## src/rtl/count_sequencer.sv

```systemverilog
// Bounded-run step counter: latches a run configuration on start, advances the
// count by step on each divided-clock tick and stops after limit ticks.
module count_sequencer #(
    parameter int unsigned DIV_FAST = 250000,
    parameter int unsigned DIV_SLOW = 25000000
) (
    input  logic       clk,
    input  logic       rst,
    input  logic       start,
    input  logic       abort,
    input  logic       speed,
    input  logic [7:0] start_value,
    input  logic [7:0] step,
    input  logic [7:0] limit,
    output logic [7:0] count,
    output logic       tick,
    output logic       busy,
    output logic       done,
    output logic       wrap
);

    typedef enum logic [1:0] {StIdle, StLoad, StRun, StDone} state_e;

    localparam logic [25:0] DivFastMax = 26'(DIV_FAST - 1);
    localparam logic [25:0] DivSlowMax = 26'(DIV_SLOW - 1);

    state_e      state_q, state_d;
    logic [7:0]  count_q, count_d;
    logic        tick_q, tick_d;
    logic        done_q, done_d;
    logic        wrap_q, wrap_d;
    logic [25:0] div_cnt_q, div_cnt_d;
    logic [7:0]  tick_cnt_q, tick_cnt_d;
    logic        speed_q, speed_d;
    logic [7:0]  start_value_q, start_value_d;
    logic [7:0]  step_q, step_d;
    logic [7:0]  limit_q, limit_d;

    logic [25:0] div_max;
    logic [8:0]  sum;
    logic [7:0]  tick_cnt_inc;

    always_comb begin
        state_d       = state_q;
        count_d       = count_q;
        tick_d        = 1'b0;
        done_d        = 1'b0;
        wrap_d        = wrap_q;
        div_cnt_d     = div_cnt_q;
        tick_cnt_d    = tick_cnt_q;
        speed_d       = speed_q;
        start_value_d = start_value_q;
        step_d        = step_q;
        limit_d       = limit_q;
        div_max       = speed_q ? DivFastMax : DivSlowMax;
        // Ninth bit is the carry out of bit 7 that feeds the sticky wrap flag.
        sum           = {1'b0, count_q} + {1'b0, step_q};
        tick_cnt_inc  = tick_cnt_q + 8'd1;

        unique case (state_q)
            StIdle: begin
                if (start) begin
                    speed_d       = speed;
                    start_value_d = start_value;
                    step_d        = step;
                    limit_d       = limit;
                    state_d       = StLoad;
                end
            end
            StLoad: begin
                count_d    = start_value_q;
                wrap_d     = 1'b0;
                div_cnt_d  = '0;
                tick_cnt_d = '0;
                if (abort) begin
                    state_d = StIdle;
                end else if (limit_q == 8'd0) begin
                    state_d = StDone;
                    done_d  = 1'b1;
                end else begin
                    state_d = StRun;
                end
            end
            StRun: begin
                // Abort takes priority even over a coinciding tick edge.
                if (abort) begin
                    state_d = StIdle;
                end else if (div_cnt_q == div_max) begin
                    div_cnt_d  = '0;
                    count_d    = sum[7:0];
                    tick_d     = 1'b1;
                    tick_cnt_d = tick_cnt_inc;
                    wrap_d     = wrap_q | sum[8];
                    if (tick_cnt_inc == limit_q) begin
                        state_d = StDone;
                        done_d  = 1'b1;
                    end
                end else begin
                    div_cnt_d = div_cnt_q + 26'd1;
                end
            end
            StDone: begin
                state_d = StIdle;
            end
            default: begin
                state_d = StIdle;
            end
        endcase
    end

    always_ff @(posedge clk or posedge rst) begin
        if (rst) begin
            state_q       <= StIdle;
            count_q       <= '0;
            tick_q        <= 1'b0;
            done_q        <= 1'b0;
            wrap_q        <= 1'b0;
            div_cnt_q     <= '0;
            tick_cnt_q    <= '0;
            speed_q       <= 1'b0;
            start_value_q <= '0;
            step_q        <= '0;
            limit_q       <= '0;
        end else begin
            state_q       <= state_d;
            count_q       <= count_d;
            tick_q        <= tick_d;
            done_q        <= done_d;
            wrap_q        <= wrap_d;
            div_cnt_q     <= div_cnt_d;
            tick_cnt_q    <= tick_cnt_d;
            speed_q       <= speed_d;
            start_value_q <= start_value_d;
            step_q        <= step_d;
            limit_q       <= limit_d;
        end
    end

    assign count = count_q;
    assign tick  = tick_q;
    assign done  = done_q;
    assign wrap  = wrap_q;
    assign busy  = (state_q != StIdle);

endmodule

```

## config.mk

```make
export PLATFORM = sky130hd
export DESIGN_NAME = count_sequencer
export DESIGN_NICKNAME = d
export VERILOG_FILES = /design/src/rtl/count_sequencer.sv
export SDC_FILE = /design/constraint.sdc
export NUM_CORES = 1
export LEC_CHECK = 0
export ABC_AREA = 1
export BUFFER_PORTS_ARGS = -buffer_cell sky130_fd_sc_hd__clkbuf_2
export CORE_UTILIZATION = 60
export DETAILED_ROUTE_END_ITERATION = 6
export HOLD_SLACK_MARGIN = 0.03
export PLACE_DENSITY = 0.78
export SYNTH_ARGS = -nofsm -noshare
export SYNTH_HDL_FRONTEND = slang
export SYNTH_SLANG_ARGS = --single-unit
```

## constraint.sdc

```tcl
create_clock -name clk -period 2.2 [get_ports clk]
set_input_delay 0.11 -clock clk [delete_from_list [all_inputs] [get_ports clk]]
set_output_delay 0.11 -clock clk [all_outputs]
set_load 0.005 [all_outputs]
```

==> flow_summary.toml, run 1 <==
[outcome]
status = "finished clean"

[setup_path]
required_ns = 2.43
cp-endpoint = "div_cnt_q[20]$_DFFE_PP0P_"
worst_setup_path_end_kind = "register"
crit_type = "reg -> reg"
cp_max_fo = 5
worstReg2RegStart = "div_cnt_q[0]$_DFFE_PP0P_"
cp.arrival_ns = 2.20
r2r_cells = 10
cp-start-kind = "register"
timing.rr.end = "div_cnt_q[20]$_DFFE_PP0P_"
critPathLaunch = "div_cnt_q[0]$_DFFE_PP0P_"
regToRegSetupSlack_ns = 0.23

[cts]
cts_max_level = 3
cts.path.max_buffers = 2
numClockSinks = 72
cts_tree = "done"
cts.clk_slew.worst_paths_ns = 0.08
clock_latency_ns = 0.34
root_buffer = "clkbuf_8"
postCtsSetupBuffers = 0
cts_buffers = 9

[floorplan]
core_area_um2 = 6940
die_y_um = 87.7
io-pin-count = 41
dieArea_um2 = 7690
fp.dieW_um = 87.7
start_util_pct = 63.4
rows = 30

[yosys]
synth_nets = 601
synthCells = 557
ys.flop_type = "dfrtp_1"
yosys-top-cells-area = "dfrtp_1, nand2_1, nand3_1"
synth_warnings = 0
synthArstFlopShare_pct = 100
yosys.cell_types.count = 43
synth-edff-count = 0
netlist.area_leader.share_pct = 40.9
syn_avg_cell_area_um2 = 7.90
yosys.area.top_type = "dfrtp_1"
yosys_register_bits = 72
synth_area_um2 = 4400
yosys.cell_count.top_type = "nand2_1"
synthTopCellsByCount = "nand2_1, dfrtp_1, inv_1, nand3_1, nor2_1"
yosysSeqAreaShare_pct = 40.9

[sta]
tightest_slew_ns = 0.645
clock_skew_ns = 0.0113
maxSlewViolCount = 0
fin_crit_ns = 1.97
grt_setup_unrepaired = "false"
setup_tns_ns = 0
finalCritPeriodShare_pct = 89.4
timing.hold.ws_ns = 0.0413
final_hold_viol_count = 0
final-setup-viol-count = 0
maxSlewHeadroom_pct = 57.0
fmax_ghz = 0.509

[route]
routed_wirelength_mm = 10.6
drc = 0
via_per_inst = 5.47
ant_nets = 0
drtIter0Drc = 241
route.vias.total = 3985
firstDrtPassIters = 5
wl_per_cell_um = 14.5

[global_routing]
antenna_found_initial = 0
grt_max_degree = 45
overflow = 0
grt_pass1_vias = 3934
grt_usage_pct = 30.5
grt_pass1_wl_mm = 18.1

[placement]
port_buffers = 40
gp_congestion = 0.963
hpwl_mm = 7.72

[job]
drv_cap = 0

[final_layout]
fill_cells = 551
syn2layout_area_growth_pct = 17.0
multi_input_area_um2 = 2270
final_nets = 672
n_antenna_cell = 0
drive_gt1_share_pct = 17.4
regArea_um2 = 1800

[worst_hold_path]
hold_path_class = "in -> reg"

[power_and_ir_drop]
leakage_uw = 0.00245
vdd_drop_max_v = 0.000755
pwr_density_cell_nw_per_um2 = 1050
logic make-up (layout without fill, tap and decap cells):
| family | after synthesis | count (layout) | share of synthesized area [%] |
|---|---|---|---|
| AND/OR/NAND/NOR | 295 | 295 | 31.7 |
| buffers and inverters | 82 | 158 | 7.59 |
| multiplexers | 17 | 17 | 4.35 |
| flip-flops | 72 | 72 | 40.9 |
| AO/OA/AOI/OAI | 62 | 62 | 8.18 |
| XOR/XNOR | 14 | 14 | 2.78 |
| adder cells (fa/ha/maj) | 15 | 15 | 4.43 |
final cells by class:
type	instances	area share, %
clock inverter	4	0.559
sequential	72	35.0
inverter	71	5.22
clock buffer	12	3.01
timing repair buffer	71	9.86
multi-input combinational	403	44.0
tap	96	2.33
state kept, by name (all words and copies together), names as in the netlist:
| name | count |
|---|---|
| state_q | 2 |
| tick | 1 |
| done | 1 |
| tick_cnt_q | 8 |
| speed_q | 1 |
| wrap | 1 |
| limit_q | 8 |
| div_cnt_q | 26 |
| start_value_q | 8 |
| count | 8 |
| step_q | 8 |
critical path, stage by stage (launching register included):
cell	delay, ns
dfrtp_1	0.43
ha_1	0.21
nand2_2	0.09
nor2_4	0.16
nand2_2	0.14
nor3_2	0.22
nand3_1	0.15
nor2_1	0.22
nand3_1	0.10
nand3_1	0.08
o21ai_1	0.07
through the flow:
step / std cells / utilization [%] / instance area [um^2] / total power (uW) / worst slack (ns)
after floorplan: 557 / - / 4400 / 3780 / 0.265
after global placement: 688 / 67.9 / 4720 / 4350 / 0.312
after detailed placement: 688 / 67.9 / 4720 / 4440 / 0.273
after CTS: 729 / 74.2 / 5150 / 5460 / 0.265
after global routing: 729 / 74.2 / 5150 / 5890 / 0.123
final: 729 / 74.2 / 5150 / 5430 / 0.234
metal layers:
layer | track usage (%) | routed length, um
met5 | 0 | 0
met4 | 9.54 | 150
met3 | 5.75 | 528
met1 | 40.6 | 4860
met2 | 50.6 | 5030
timing repair:
action	in CTS	in global routing
hold buffers	25	0
setup endpoints to repair	0	0
resized for setup	0	0
hold endpoints to repair	52	0
cell usage in the layout, fill, tap and decap left out, types with 14 or more instances in the layout:
cell / Yosys / layout
a21oi_1: 19 / 19
clkbuf_2: 0 / 40
dfrtp_1: 72 / 72
dlygate4sd3_1: 0 / 25
ha_1: 14 / 14
inv_1: 66 / 65
mux2_2: 17 / 17
nand2_1: 142 / 142
nand3_1: 55 / 55
nand4_1: 16 / 16
nor2_1: 48 / 48
o21ai_0: 14 / 14
power by group:
part / leakage, uW / internal, uW / switching, uW / total, uW
Combinational: 0.00143 / 995 / 1500 / 2490
Clock: 0.0000886 / 472 / 501 / 973
Sequential: 0.000926 / 1680 / 289 / 1970
Total: 0.00245 / 3150 / 2290 / 5430
how the worst min path moves through the flow:
| stage | from | cells past startpoint | slack, ns | end |
|---|---|---|---|---|
| 6_report | speed | 3 | 0.04 | speed_q$_DFFE_PP0P_ |
| 5_1_grt | speed | 3 | 0.05 | speed_q$_DFFE_PP0P_ |
| 4_1_cts | speed | 3 | 0.04 | speed_q$_DFFE_PP0P_ |
| 3_5_place_dp | rst | 2 | 0.24 | div_cnt_q[22]$_DFFE_PP0P_ |
| 3_3_place_gp | rst | 2 | 0.21 | div_cnt_q[18]$_DFFE_PP0P_ |
| 2_1_floorplan | start_value[3] | 1 | 0.26 | start_value_q[3]$_DFFE_PP0P_ |
Note: power is estimated with default switching activity, not from simulation.
==> run 2, diff against run 1 <==
Settings changed: PLACE_DENSITY 0.78 to 0.87.
==> run 2 against run 1 <==
  * Count of clock-buffer cells in the layout down 1
  * Wire length up 9.2%
  * Maximum frequency down 1.8%
  * Die area unchanged
  * Via count up 5.5%
  * First-iteration DRC count up 66%
  * Critical endpoint is now count[1]$_DFFE_PP0P_
  * Highest routed layer unchanged
==> flow_summary.toml, run 2 (same netlist as run 1, synthesis figures left out) <==
[global_routing]
overflow = 0
grt_pass1_wl_mm = 19.3
grt_pass1_vias = 4146
grt_usage_pct = 33.1
antenna_found_initial = 0
grt_max_degree = 48

[sta]
maxSlewViolCount = 0
grt_setup_unrepaired = "false"
tightest_slew_ns = 0.629
maxSlewHeadroom_pct = 58.0
fin_crit_ns = 2.00
final-setup-viol-count = 0
final_hold_viol_count = 0
setup_tns_ns = 0
clock_skew_ns = 0.0115
fmax_ghz = 0.500
finalCritPeriodShare_pct = 91.0

[route]
route.vias.total = 4205
drc = 0
routed_wirelength_mm = 11.5
via_per_inst = 5.78
wl_per_cell_um = 15.9
ant_nets = 0
firstDrtPassIters = 5
drtIter0Drc = 400

[placement]
hpwl_mm = 7.85
gp_congestion = 0.910
placed_area_um2 = 4710
port_buffers = 40

[final_layout]
largest_register = "div_cnt_q"
design_area_um2 = 5170
syn2layout_area_growth_pct = 17.5
final_nets = 671
largest_reg_flops = 26
n_antenna_cell = 0
final_cell_mix = "nand2_1, dfrtp_1, inv_1"
final_common_cell = "nand2_1"
drive_gt1_share_pct = 17.4

[cts]
cts_buffers = 9
clock_latency_ns = 0.36
cts.clk_slew.worst_paths_ns = 0.08
root_buffer = "clkbuf_8"
cts_max_level = 3
cts_tree = "done"
cts.path.max_buffers = 2
postCtsSetupBuffers = 0
numClockSinks = 72
cts_resized = 0

[setup_path]
crit_type = "reg -> reg"
worst_setup_path_end_kind = "register"
cp-start-kind = "register"
cp_max_fo = 19
required_ns = 2.44
cp.arrival_ns = 2.24

[floorplan]
core_area_um2 = 6940
fp.dieW_um = 87.7
io-pin-count = 41
rows = 30
dieArea_um2 = 7690
start_util_pct = 63.4
die_y_um = 87.7

[power_and_ir_drop]
vdd_drop_max_v = 0.000944
total_power_uw = 5730
leakage_uw = 0.00246
pwr_density_cell_nw_per_um2 = 1110

[job]
drv_cap = 0

[outcome]
status = "finished clean"

[worst_hold_path]
hold_path_class = "in -> reg"
run 2: changes by cell type in the layout (fill, tap and decap cells not counted), sizes merged:
cell and change:
inv +1, bufinv +1, clkinvlp -1, clkbuf -1, buf -1
run 2: cell type report:
cell class,instances,area [um^2]
Fill cell,507,1770
Clock inverter,5,63.8
Inverter,71,269
Sequential cell,72,1800
Clock buffer,11,151
Multi-Input combinational cell,403,2270
Tap cell,96,120
Timing Repair Buffer,70,500
run 2: routing by layer:
metal,vias up,wire [um],global-route usage (%)
li1,1978,-,-
met1,1985,4690,41.3
met2,210,5750,55.9
met3,32,856,8.20
met4,0,252,12.4
met5,-,0,0
run 2: what timing repair did:
action,CTS,global route
hold buffers,25,0
hold endpoints to repair,49,0
setup endpoints to repair,0,0
run 2: per-stage QoR:
| step | setup slack, ns | std cells | util [%] | hold slack (ns) |
|---|---|---|---|---|
| 2_1_floorplan | 0.265 | 557 | - | 0.261 |
| 3_3_place_gp | 0.355 | 687 | 67.8 | 0.196 |
| 3_5_place_dp | 0.191 | 687 | 67.8 | 0.208 |
| 4_1_cts | 0.197 | 728 | 74.5 | 0.0419 |
| 5_1_grt | 0.0614 | 728 | 74.5 | 0.0555 |
| 6_report | 0.199 | 728 | 74.5 | 0.0442 |
run 2: final timing paths:
check	startpoint	to	slack [ns]	cells past startpoint
worst max-delay path	div_cnt_q[0]$_DFFE_PP0P_	count[1]$_DFFE_PP0P_	0.20	10
worst min-delay path	speed	speed_q$_DFFE_PP0P_	0.04	3
worst max register to register	div_cnt_q[0]$_DFFE_PP0P_	count[1]$_DFFE_PP0P_	0.20	10
worst min register to register	start_value_q[2]$_DFFE_PP0P_	count[2]$_DFFE_PP0P_	0.52	2
max in group asynchronous	rst	tick_cnt_q[2]$_DFFE_PP0P_	1.16	4
min in group asynchronous	rst	div_cnt_q[19]$_DFFE_PP0P_	0.36	3
run 2: worst max-delay path: stages (launching register included):
cell and delay (ns):
dfrtp_1 0.43, ha_1 0.21, nand2_2 0.09, nor2_4 0.15
nand4_2 0.12, nor2_4 0.17, nand4_4 0.16, nand2_4 0.25
inv_4 0.13, nand2_1 0.09, nand2_1 0.07
run 2: report_power, final:
group | total, uW | internal [uW] | leakage, uW | switching (uW)
combinational | 2610 | 989 | 0.00143 | 1620
sequential | 1990 | 1680 | 0.000926 | 308
clock | 1130 | 593 | 0.000106 | 541
total | 5730 | 3260 | 0.00246 | 2470
